## config.mk

```make
export PLATFORM = sky130hd
export DESIGN_NAME = pixel
export DESIGN_NICKNAME = d
export VERILOG_FILES = /design/src/rtl/pixel.sv
export SDC_FILE = /design/constraint.sdc
export NUM_CORES = 1
export LEC_CHECK = 0
export CAP_MARGIN = 40
export CELL_PAD_IN_SITES_DETAIL_PLACEMENT = 0
export CELL_PAD_IN_SITES_GLOBAL_PLACEMENT = 2
export CORE_ASPECT_RATIO = 1.75
export CORE_MARGIN = 2
export CORE_UTILIZATION = 23
export CTS_BUF_LIST = sky130_fd_sc_hd__clkbuf_16
export CTS_CLUSTER_DIAMETER = 50
export DETAILED_ROUTE_END_ITERATION = 10
export GPL_TIMING_DRIVEN = 1
export PLACE_DENSITY_LB_ADDON = 0.1
export SKIP_LAST_GASP = 1
export SLEW_MARGIN = 20
export SYNTH_ARGS = -nofsm -noshare
export SYNTH_HDL_FRONTEND = slang
export SYNTH_SLANG_ARGS = --single-unit
```

## constraint.sdc

```tcl
create_clock -name clk -period 1.4 [get_ports clk]
set_input_delay 0.21 -clock clk [delete_from_list [all_inputs] [get_ports clk]]
set_output_delay 0.21 -clock clk [all_outputs]
set_load 0.1 [all_outputs]
```

## src/rtl/pixel.sv

```systemverilog
// Packs the camera byte stream into 16-bit SRAM words, frames capture on VSYNC and stops at JPEG EOI.
// Optional macro PIXEL_SPLIT_EOI_EN also detects an EOI marker split across two consecutive words.
module pixel #(
    parameter logic VSYNC_ACTIVE = 1'b0
) (
    input  logic        clk,
    input  logic        reset,
    input  logic [15:0] pixel_addr,
    input  logic [7:0]  pixel_data,
    input  logic        pixel_WE,
    input  logic        pixel_vsync,
    input  logic        sram_ready,
    output logic [15:0] sram_addr,
    output logic [15:0] sram_data,
    output logic        sram_rw,
    output logic        sram_start,
    output logic        frame_end,
    output logic        error,
    output logic        pixel_capture_reset,
    output logic [15:0] stop_addr
);

    localparam logic [1:0] G_WAIT_FRAME_END = 2'd0;
    localparam logic [1:0] G_WAIT_FRAME     = 2'd1;
    localparam logic [1:0] G_CAPTURE        = 2'd2;

    localparam logic [2:0] L_WAIT_FIRST     = 3'd0;
    localparam logic [2:0] L_WAIT_FIRST_END = 3'd1;
    localparam logic [2:0] L_WAIT_SECOND    = 3'd2;
    localparam logic [2:0] L_START_WRITE    = 3'd3;
    localparam logic [2:0] L_END_WRITE      = 3'd4;

    logic [1:0]  gstate;
    logic [2:0]  lstate;
    logic [15:0] prev_word;
    logic        vsync_active;
    logic        is_eoi;
    logic        unused_addr_lsb;

    assign vsync_active    = (pixel_vsync == VSYNC_ACTIVE);
    assign sram_rw         = 1'b0;
    // Word address is taken from the first byte, so its byte-select bit is dropped.
    assign unused_addr_lsb = pixel_addr[0];

`ifdef PIXEL_SPLIT_EOI_EN
    assign is_eoi = (sram_data == 16'hD9FF) ||
                    ((prev_word[15:8] == 8'hFF) && (sram_data[7:0] == 8'hD9));
`else
    assign is_eoi = (sram_data == 16'hD9FF);
`endif

    // NOTE: every state register uses non-blocking assignment so all updates see pre-edge values.
    always_ff @(posedge clk) begin
        if (reset) begin
            sram_addr           <= 16'h0000;
            sram_data           <= 16'h0000;
            sram_start          <= 1'b1;
            frame_end           <= 1'b0;
            error               <= 1'b0;
            pixel_capture_reset <= 1'b0;
            stop_addr           <= 16'h0000;
            prev_word           <= 16'h0000;
            gstate              <= G_WAIT_FRAME_END;
            lstate              <= L_WAIT_FIRST;
        end else begin
            case (gstate)
                G_WAIT_FRAME_END: begin
                    pixel_capture_reset <= 1'b0;
                    if (vsync_active) gstate <= G_WAIT_FRAME;
                end
                G_WAIT_FRAME: begin
                    pixel_capture_reset <= 1'b0;
                    if (!vsync_active) begin
                        pixel_capture_reset <= 1'b1;
                        frame_end           <= 1'b0;
                        prev_word           <= 16'h0000;
                        lstate              <= L_WAIT_FIRST;
                        gstate              <= G_CAPTURE;
                    end
                end
                G_CAPTURE: begin
                    case (lstate)
                        L_WAIT_FIRST: begin
                            if (vsync_active) begin
                                error               <= 1'b1;
                                pixel_capture_reset <= 1'b0;
                                gstate              <= G_WAIT_FRAME;
                            end else if (pixel_WE) begin
                                sram_data[7:0] <= pixel_data;
                                sram_addr      <= {1'b0, pixel_addr[15:1]};
                                lstate         <= L_WAIT_FIRST_END;
                            end
                        end
                        L_WAIT_FIRST_END: begin
                            if (!pixel_WE) lstate <= L_WAIT_SECOND;
                        end
                        L_WAIT_SECOND: begin
                            if (pixel_WE) begin
                                sram_data[15:8] <= pixel_data;
                                lstate          <= L_START_WRITE;
                            end
                        end
                        L_START_WRITE: begin
                            sram_start <= 1'b0;
                            lstate     <= L_END_WRITE;
                        end
                        L_END_WRITE: begin
                            sram_start <= 1'b1;
                            // Wait for the SRAM to finish and the capture side to release WE.
                            if (sram_ready && !pixel_WE) begin
                                lstate <= L_WAIT_FIRST;
                                if (is_eoi) begin
                                    stop_addr           <= sram_addr;
                                    frame_end           <= 1'b1;
                                    pixel_capture_reset <= 1'b0;
                                    gstate              <= G_WAIT_FRAME;
                                end else begin
                                    prev_word <= sram_data;
                                end
                            end
                        end
                        default: lstate <= L_WAIT_FIRST;
                    endcase
                end
                default: gstate <= G_WAIT_FRAME_END;
            endcase
        end
    end

endmodule

```

Yosys cells after proc, flatten, opt, wreduce, memory -nomap -nowiden
Cells that the tools add are included.
{"block": "op_classes", "n_eq_ne": 19, "n_mux": 26, "bitwise_logic": 1, "reduce_logical": 16}
{"cell": "inequality test 3 bit, second input constant", "n": 7}
{"cell": "2-to-1 mux 3 bit", "n": 6}
{"cell": "equality test 16 bit, second input constant", "n": 1}
{"cell": "one-hot mux 3 bit (5 select lines)", "n": 1}
{"cell": "AND reduction 4 bit", "n": 3}
{"cell": "AND reduction 5 bit", "n": 2}
{"cell": "2-to-1 mux 1 bit", "n": 8}
{"cell": "2-to-1 mux 2 bit", "n": 4}
{"cell": "inequality test 2 bit, second input constant", "n": 4}
{"cell": "AND reduction 7 bit", "n": 1}
{"cell": "equality test 3 x 2 -> 1 bit, second input constant", "n": 2}
{"cell": "one-hot mux 1 bit (2 select lines)", "n": 3}
{"cell": "one-hot mux 2 bit (3 select lines)", "n": 1}
{"cell": "one-hot mux 3 bit (2 select lines)", "n": 1}
{"cell": "AND reduction 3 bit", "n": 2}
{"cell": "one-hot mux 2 bit (2 select lines)", "n": 1}
{"cell": "nonzero test 2 bit", "n": 2}
{"cell": "equality test 3 x 1 -> 1 bit, second input constant", "n": 1}
{"cell": "equality test 3 bit, second input constant", "n": 1}
{"cell": "logical NOT 3 bit", "n": 1}
{"cell": "inequality test 3 x 2 -> 1 bit, second input constant", "n": 1}
{"cell": "one-hot mux 1 bit (3 select lines)", "n": 1}
{"cell": "nonzero test 3 bit", "n": 1}
{"cell": "equality test 2 x 1 -> 1 bit, second input constant", "n": 1}
{"cell": "other kinds (6)", "n": 6}
{"block": "totals", "reg_bits": 55, "input_bits": 29, "output_inout_bits": 53, "elab_cells": 72}

Logic depth before layout (Yosys ltp)
{"block": "logic_depth", "ltp_word": 5, "mapped_depth": 7}

Least setup slack after synthesis
No wires, ideal clock.
{"block": "synth_timing", "kind": "register -> register", "start": "reg sram_data[2]", "end": "reg stop_addr[0]", "setup_time_ns": 0.073, "t_arrival_ns": 2.020, "required_ns": 1.327, "path_slack_ns": -0.694, "path_stages_with_launch": 7, "path_buffers": 2, "synth_period_minus_slack_ns": 2.094, "path_cell_list": "dfxtp_1 -> and4_1 -> and2_1 -> buf_2 -> clkbuf_4 -> nand4_1 -> a21oi_1"}
{"block": "synth_via", "elab_chain_len": 2}
{"element": "start, declared", "line_no": "14", "text": "output logic [15:0] sram_data,"}
{"element": "start signal, assigned", "line_no": "89", "text": "sram_data[7:0] <= pixel_data;"}
{"element": "equality test 16 bit", "line_no": "49", "text": "assign is_eoi = (sram_data == 16'hD9FF);"}
{"element": "AND reduction 4 bit (no line)"}
{"element": "end signal, assigned", "line_no": "113", "text": "stop_addr <= sram_addr;"}
{"element": "end, declared", "line_no": "20", "text": "output logic [15:0] stop_addr"}
Every way passes these cells.
A chain may end at the register's enable or synchronous reset.

Worst setup path after layout
{"block": "layout_timing", "start": "reg sram_data[10]", "end": "reg stop_addr[5]"}
Same word-level chain as after synthesis.

==> metrics.md <==
| Metric | Value |
|---|---|
| Status | `finished, final reports clean` |
| Min Tclk post-route | `1.34 ns` |
| Fin crit share | `95.8%` |
| Die height | `137 um` |
| First-pass GRT wire length | `12100 um` |
| Fill cells | `993` |
| Final Worst Setup Slack | `0.0583 ns` |
| PortBufs | `77` |
| Clock latency on the worst-skew pair | `0.30 ns` |
| Avg Inst Size Synth | `8.69 sq um` |
| Post-synth EDFFs | `0` |
| Leak | `1.52 nW` |
| Final antenna-violating net count | `0` |
| Total power draw | `3.07 mW` |
| I/O pins | `82` |
| DP HPWL | `5650 um` |
| Vias in the first global route | `2268` |
| Startpoint types | `flip-flop` |
| Max Clock Skew | `0.00685 ns` |
| Synthesized instance count | `269` |
| Finish-stage setup viols | `0` |
| Final hold vios | `0` |
| Most common cell in the synthesized netlist | `dfxtp_1` |
| Die Area | `11000 sq um` |
| Avg WL per Cell | `15.5 um` |
| DRT Pass-1 Iters | `4` |
| RSZ-0062 raised after global routing | `true` |
| Worst IR Drop VDD | `0.000569 V` |
| Main area contributors after synthesis | `dfxtp_1, nand2_1, a21oi_1` |
| Final TNS setup | `0 ns` |
| Starting density of the core | `23.6%` |
| CP arrival | `1.57 ns` |
| Post-Syn Area | `2340 sq um` |
| Die X | `80.2 um` |
| Largest net degree at the start of global routing | `36` |
| HP Class | `input pin to flip-flop` |
| TritonCTS clock tree | `done` |
| YS warnings | `0` |
| Sequential share of the synthesized area | `47.1%` |
| Place WS | `-0.280 ns` |
| Distinct cells, synth | `38` |
| Final GP Congestion | `0.773` |
| CP max FO | `8` |
| Yosys top cell area share | `47.1%` |
| Post-synth top cells | `dfxtp_1, nand2_1, a21oi_1` |
| FF+latch area | `1170 sq um` |
| Hold Buf Count CTS | `0` |
| Vias | `2215` |
| Final-report max-slew violation count | `0` |
| Worst setup EP type | `flip-flop` |
| Pwr dens | `748 nW/um^2` |
| Layout overhead on the synthesized area | `75.5%` |
| CTS Buf Count | `5` |
| Initial antenna violation count | `0` |
| CP Data Required Time | `1.63 ns` |
| Max Cap Viol | `0` |
| Routed vias/inst | `4.58` |
| Clock sinks | `55` |
| CORE AREA | `9910 sq um` |
| DRC viols | `0` |
| Fin nets | `387` |
| Clock Path Buffers | `2` |
| Footprint of the multi-input gates | `1100 sq um` |
| Share of layout cells above drive strength 1 | `37.3%` |
| Max frequency | `0.745 GHz` |
| WS Path Type | `flip-flop to flip-flop` |
| DRT Wirelength | `7480 um` |
| Total track usage | `14.3%` |
| Root Buffer | `clkbuf_16` |
| Post-synth top flop | `dfxtp_1` |
| Asr flop ratio synth | `0%` |
| GRT overflow | `0` |
| Clock transition at the registers of the reported paths | `0.07 ns` |
| Yosys reg bits | `55` |
| Initial DRC Count | `80` |
| Post-synth top area cell | `dfxtp_1` |
| H-tree Lvls | `2` |
| Antenna fix cells | `0` |
| Row Count | `48` |
-- timing repair --
| action | in CTS | in global routing |
|---|---|---|
| gates resized for setup | 2 | 25 |
| buffers inserted | 0 | 1 |
| pin swaps | 0 | 4 |
| endpoints found under the setup margin | 12 | 34 |
-- per-layer routing --
layer	wire (um)	GRT usage, %	share of wire (%)
met5	0	0	0
met4	107	4.80	1.4
met2	4040	25.6	54
met3	376	3.47	5.0
met1	2960	16.2	40
-- kinds of logic (layout without fill, tap and decap cells) --
group	count (synthesis)	after routing	share of synthesized area [%]
AND/OR/NAND/NOR	105	105	23.5
flip-flops	55	55	47.1
other	1	3	0.160
AO/OA/AOI/OAI	73	73	18.1
buffers and inverters	27	115	7.65
multiplexers	8	8	3.43
-- stage by stage --
stage | cell area, sq um | hold WS [ns] | util, % | cells
2_1_floorplan | 2420 | 0.346 | - | 271
3_3_place_gp | 3890 | 0.495 | 39.2 | 475
3_5_place_dp | 3890 | 0.501 | 39.2 | 475
4_1_cts | 4040 | 0.264 | 40.7 | 483
5_1_grt | 4100 | 0.299 | 41.4 | 484
6_report | 4100 | 0.258 | 41.4 | 484
-- registers in the layout (all words and copies together) (netlist names) --
signal and flops:
sram_start 1, lstate 3, sram_data 16, error 1
pixel_capture_reset 1, gstate 2, sram_addr 15, frame_end 1
stop_addr 15
-- path summary, 6_finish.rpt --
path | cells after the start | endpoint | slack (ns) | start
worst max-delay path | 5 | stop_addr[5]$_SDFFE_PP0P_ | 0.06 | sram_data[10]$_SDFFE_PP0P_
worst min-delay path | 2 | sram_data[13]$_SDFFE_PP0P_ | 0.26 | reset
worst max register to register | 5 | stop_addr[5]$_SDFFE_PP0P_ | 0.06 | sram_data[10]$_SDFFE_PP0P_
worst min register to register | 2 | stop_addr[3]$_SDFFE_PP0P_ | 0.51 | stop_addr[3]$_SDFFE_PP0P_
-- where the power goes --
part           internal, mW  switching, mW  leakage (nW)
logic                 0.123          0.157         0.991
clock network         0.655          0.580        0.0710
registers              1.54         0.0121         0.459
-- critical path, stage by stage (launching register included) --
cell and delay, ns:
dfxtp_4 0.36, and4bb_2 0.31, and3_4 0.21, buf_6 0.13, nand4_1 0.10, a21oi_1 0.16
-- area by class of cell --
cell class	count	area share, %
flip-flops and latches	55	28.5
repair buffers	106	37.3
clock buffers	5	3.05
clock inverters	3	0.397
multi-input cells	189	26.8
inverters	1	0.0915
well taps	125	3.81
-- placed cells by master, fill, tap and decap left out, types with 4 or more instances in the layout --
master           netlist  routed
a21oi_1               35      34
a21oi_2                9      10
buf_12                 0      52
buf_4                  5      21
buf_6                  2       6
clkbuf_16              0       5
clkdlybuf4s50_1        0      26
dfxtp_1               55      34
dfxtp_2                0       4
dfxtp_4                0      17
mux2i_1                8       8
nand2_1               51      51
nand4_1               16      16
nor2_1                12      12
o21ai_0               20      16
o21ai_1                1       5
No activity file was read; power rests on OpenSTA's default activity.
==> edit 1 (same settings) <==
The option `PIXEL_SPLIT_EOI_EN` is turned on by a define.
--- a/src/rtl/pixel.sv
+++ b/src/rtl/pixel.sv
@@ -1,5 +1,7 @@
 // Packs the camera byte stream into 16-bit SRAM words, frames capture on VSYNC and stops at JPEG EOI.
 // Optional macro PIXEL_SPLIT_EOI_EN also detects an EOI marker split across two consecutive words.
+`define PIXEL_SPLIT_EOI_EN
+
 module pixel #(
     parameter logic VSYNC_ACTIVE = 1'b0
 ) (
Check against the original RTL: same outputs for any inputs over 10 cycles, from zero or initial values and one cycle with reset high; that may be too few to reach the edited logic, so the function may still have changed.
==> edit 1 against the original RTL <==
The flow now finishes with violations (negative setup slack); synthesized area grew 12%; global-route usage rose by 1.0 points; sequential power increased by 17%; count of clock-buffer cells in the layout increased by 4; setup slack lost 640 ps; power is 33% higher; final cell count rose by 20%; sequential cell count up 8; wire length rose by 23%; design area grew 28%; critical path type unchanged.
==> edit 1: results (changes against the original RTL) <==
metric;value;unit;change
final wirelength;9200;um;+23%
Pint;3.13;mW;+35%
leading post-synthesis cells by cell area;dfxtp_1 (48%), nand2_1 (14%), mux2i_1 (12%), a21oi_1 (5.4%), clkbuf_1 (2.2%);;
Layout Nets;472;;+22%
hpwl dp;6440;um;+14%
Max-slew headroom;65.7;%;
count of non-CTS buffers in the layout;143;;+35%
CP Data Arrival Time;2240;ps;+670 ps
Layout area overhead;102;%;
Tap Cells;132;;+5.6%
max incr delay on CP;530;ps;+170 ps
sw frac;23.4;%;-1.0 points
failing checks;negative setup slack;;
TritonCTS Buffers;9;;+4
Comb pwr share;9.8;%;+0.7 points
Commonest cells post-synth;nand2_1 (97), dfxtp_1 (63), mux2i_1 (31);;
antenna violations before repair;0;;unchanged
Avg Inst Size Synth;8.53;sq um;-1.8%
Lkg Pwr;1.99;nW;+31%
sequential power;1.81;mW;+17%
skew final;5.87;ps;-0.984 ps
area post-placement;0.00441;sq mm;+14%
H-tree lvl count;3;;+1
first-pass GRT wire length;14400;um;+19%
PnR worst setup slack;-582;ps;-641 ps
post-synthesis sequential area ratio;48.3;%;+1.2 points
Max FO, Critical Path;8;;unchanged
pin count of the biggest net entering global routing;35;;-2.8%
Yosys Warn Count;0;;unchanged
fin cells;579;;+20%
dpl cells;546;;+15%
buffer share of cell area;37.2;%;-0.17 points
Layout fillers;1064;;+7.2%
final setup fails;60;;+60
Worst path slowest cell;or4b_4;;
Multi-input gate area;0.00160;sq mm;+45%
status;finished with violations;;
clk_lat worst skew;320;ps;+20 ps
share of post-route cells with drive strength above 1;45.9;%;+8.5 points
clk cell area share;4.71;%;+1.3 points
Total GRT Usage;15.3;%;+1.0 points
Clk pin slew, worst setup/hold paths;50;ps;-20 ps
peak supply drop;0.000597;V;+4.8%
Via-to-Cell Ratio;4.49;;-1.9%
sequential cells;63;;+15%
Storage cell area;0.00129;sq mm;+10%
comb_multi_in;224;;+19%
vias in the first global route;2699;;+19%
Placer Congestion;0.791;;+2.3%
## edit 1: cell types whose count changed in the layout (fill, tap and decap cells not counted), moves of 12 or more
| cell | before | now |
|---|---|---|
| a21oi_1 | 34 | 9 |
| buf_4 | 21 | 46 |
| dfxtp_4 | 17 | 3 |
| mux2i_1 | 8 | 30 |
| nand2_1 | 51 | 72 |
| nand2_4 | 0 | 20 |
| nand4_1 | 16 | 4 |
| o21ai_0 | 16 | 4 |
## edit 1: metal layers
metal	global-route usage, %	part of all wire, %	up-vias
met5	0	0	-
met4	6.19	1.8	0
met3	2.79	3.2	10
met2	29.7	59	59
met1	15.3	36	1211
li1	-	-	1320
## edit 1: repair_timing
item,in CTS,in global routing
pin swaps,28,25
endpoints found under the setup margin,61,61
hold buffers,0,0
gates cloned,5,0
resized for setup,58,51
setup buffers,10,7
endpoints found under the hold margin,0,0
## edit 1: final timing paths
check / from / end / depth (start not counted)
worst max-delay path: sram_data[2]$_SDFFE_PP0P_ / stop_addr[13]$_SDFFE_PP0P_ / 5
worst min-delay path: pixel_addr[11] / sram_addr[10]$_SDFFE_PP0P_ / 3
worst max register to register: sram_data[2]$_SDFFE_PP0P_ / stop_addr[13]$_SDFFE_PP0P_ / 5
worst min register to register: prev_word[11]$_SDFFE_PP0P_ / prev_word[11]$_SDFFE_PP0P_ / 2
## edit 1: cell families after synthesis
kind of cell | count (synthesis) | synth area share (%)
mux | 31 | 11.9
simple gates | 145 | 25.2
compound gates | 45 | 10.4
buf+inv | 21 | 4.07
flops | 63 | 48.3
other cells | 1 | 0.144
## edit 1: metrics by stage
stage | setup WS [ps] | hold WS [ps]
6_report | -582 | 448
3_3_place_gp | -624 | 446
4_1_cts | -628 | 429
2_1_floorplan | -855 | 336
3_5_place_dp | -671 | 456
5_1_grt | -661 | 458
==> edit 2 (same settings) <==
Made on the original files. Make the reset (`reset`) asynchronous in one clocked block.
--- a/src/rtl/pixel.sv
+++ b/src/rtl/pixel.sv
@@ -50,7 +50,7 @@
 `endif
 
     // NOTE: every state register uses non-blocking assignment so all updates see pre-edge values.
-    always_ff @(posedge clk) begin
+    always_ff @(posedge clk or posedge reset) begin
         if (reset) begin
             sram_addr           <= 16'h0000;
             sram_data           <= 16'h0000;
Behaviour: differs if reset is asserted again (counterexample within 4 cycles, from zero or initial values and one cycle with reset high); with reset held inactive, the same outputs for 10 cycles.
==> edit 2 against the original RTL <==
The run now ends with negative setup slack left; design area up 9.1%; synthesized cell count fell by 41%; die area down 1.6%; global-route usage decreased by 0.62 points; critical path depth increased by 1; wire length fell by 9.4%; setup slack worse by 480 ps; final cell count decreased by 15%; clock skew fell by 0.83 ps; sequential cell count stayed put; synthesized area down 1.7%; first-iteration DRC count fell by 74%.
Power is left out: it rests on default switching activity, and per cell area and clock period it moved more than threefold.
==> edit 2: results (changes against the original RTL) <==
metric;value;unit;change
Storage cell area;0.00140;sq mm;+19%
buffer share of cell area;38.9;%;+1.5 points
met2 WL post-DR;3860;um;-4.4%
count of non-CTS buffers in the layout;123;;+16%
failing checks;negative setup slack;;
post-synthesis sequential area ratio;59.9;%;+13 points
hold crit path type;input pin to asynchronous set/reset pin;;
fraction of area in registers;31.2;%;+2.7 points
Async SR Flop Fraction;100;%;+100 points
Commonest cells post-synth;dfrtp_1 (54), mux2_2 (33), mux2_4 (8), nand2_1 (8), mux2_1 (5);;
met1 WL;2490;um;-16%
setup_tns;-12360;ps;-12,360 ps
status;finished with violations;;
dpl cells;391;;-18%
final setup fails;50;;+50
clk cell area share;4.22;%;+0.78 points
first-pass GRT wire length;10900;um;-9.3%
r2r startpoint;sram_data[6]$_DFFE_PP0P_;;
mux cell area share after synthesis;23.8;%;+20 points
initial DRC count;21;;-74%
DP Worst Slack;-836;ps;-557 ps
final wirelength;6780;um;-9.4%
vias in the first global route;1994;;-12%
Synth top area share;58.8;%;+12 points
PnR worst setup slack;-419;ps;-477 ps
skew final;6.02;ps;-0.833 ps
CP Data Arrival Time;2000;ps;+430 ps
Via-to-Cell Ratio;4.32;;-5.7%
Final Core Density;45.7;%;+4.3 points
area post-placement;0.00406;sq mm;+4.4%
-- edit 2: repair_timing --
item / in CTS / in global routing
endpoints found under the setup margin: 50 / 51
cloned: 4 / 0
hold buffers: 0 / 0
gates resized for setup: 18 / 14
setup buffers: 10 / 3
pin swaps: 6 / 7
-- edit 2: worst min path at each step --
stage	start	to	depth (start not counted)
after floorplan	reset	error$_DFFE_PP0N_	1
after global placement	sram_start$_DFFE_PP1P_	sram_start$_DFFE_PP1P_	2
after detailed placement	sram_start$_DFFE_PP1P_	sram_start$_DFFE_PP1P_	2
after CTS	reset	sram_addr[2]$_DFFE_PP0P_	2
after global routing	reset	sram_addr[2]$_DFFE_PP0P_	2
final	reset	sram_addr[2]$_DFFE_PP0P_	2
-- edit 2: cell families (layout without fill, tap and decap cells) --
group           Yosys count  after routing
flops                    55             55
mux                      46             46
simple gates             33             33
compound gates           16             16
buf+inv                   9            132
other cells               1              3
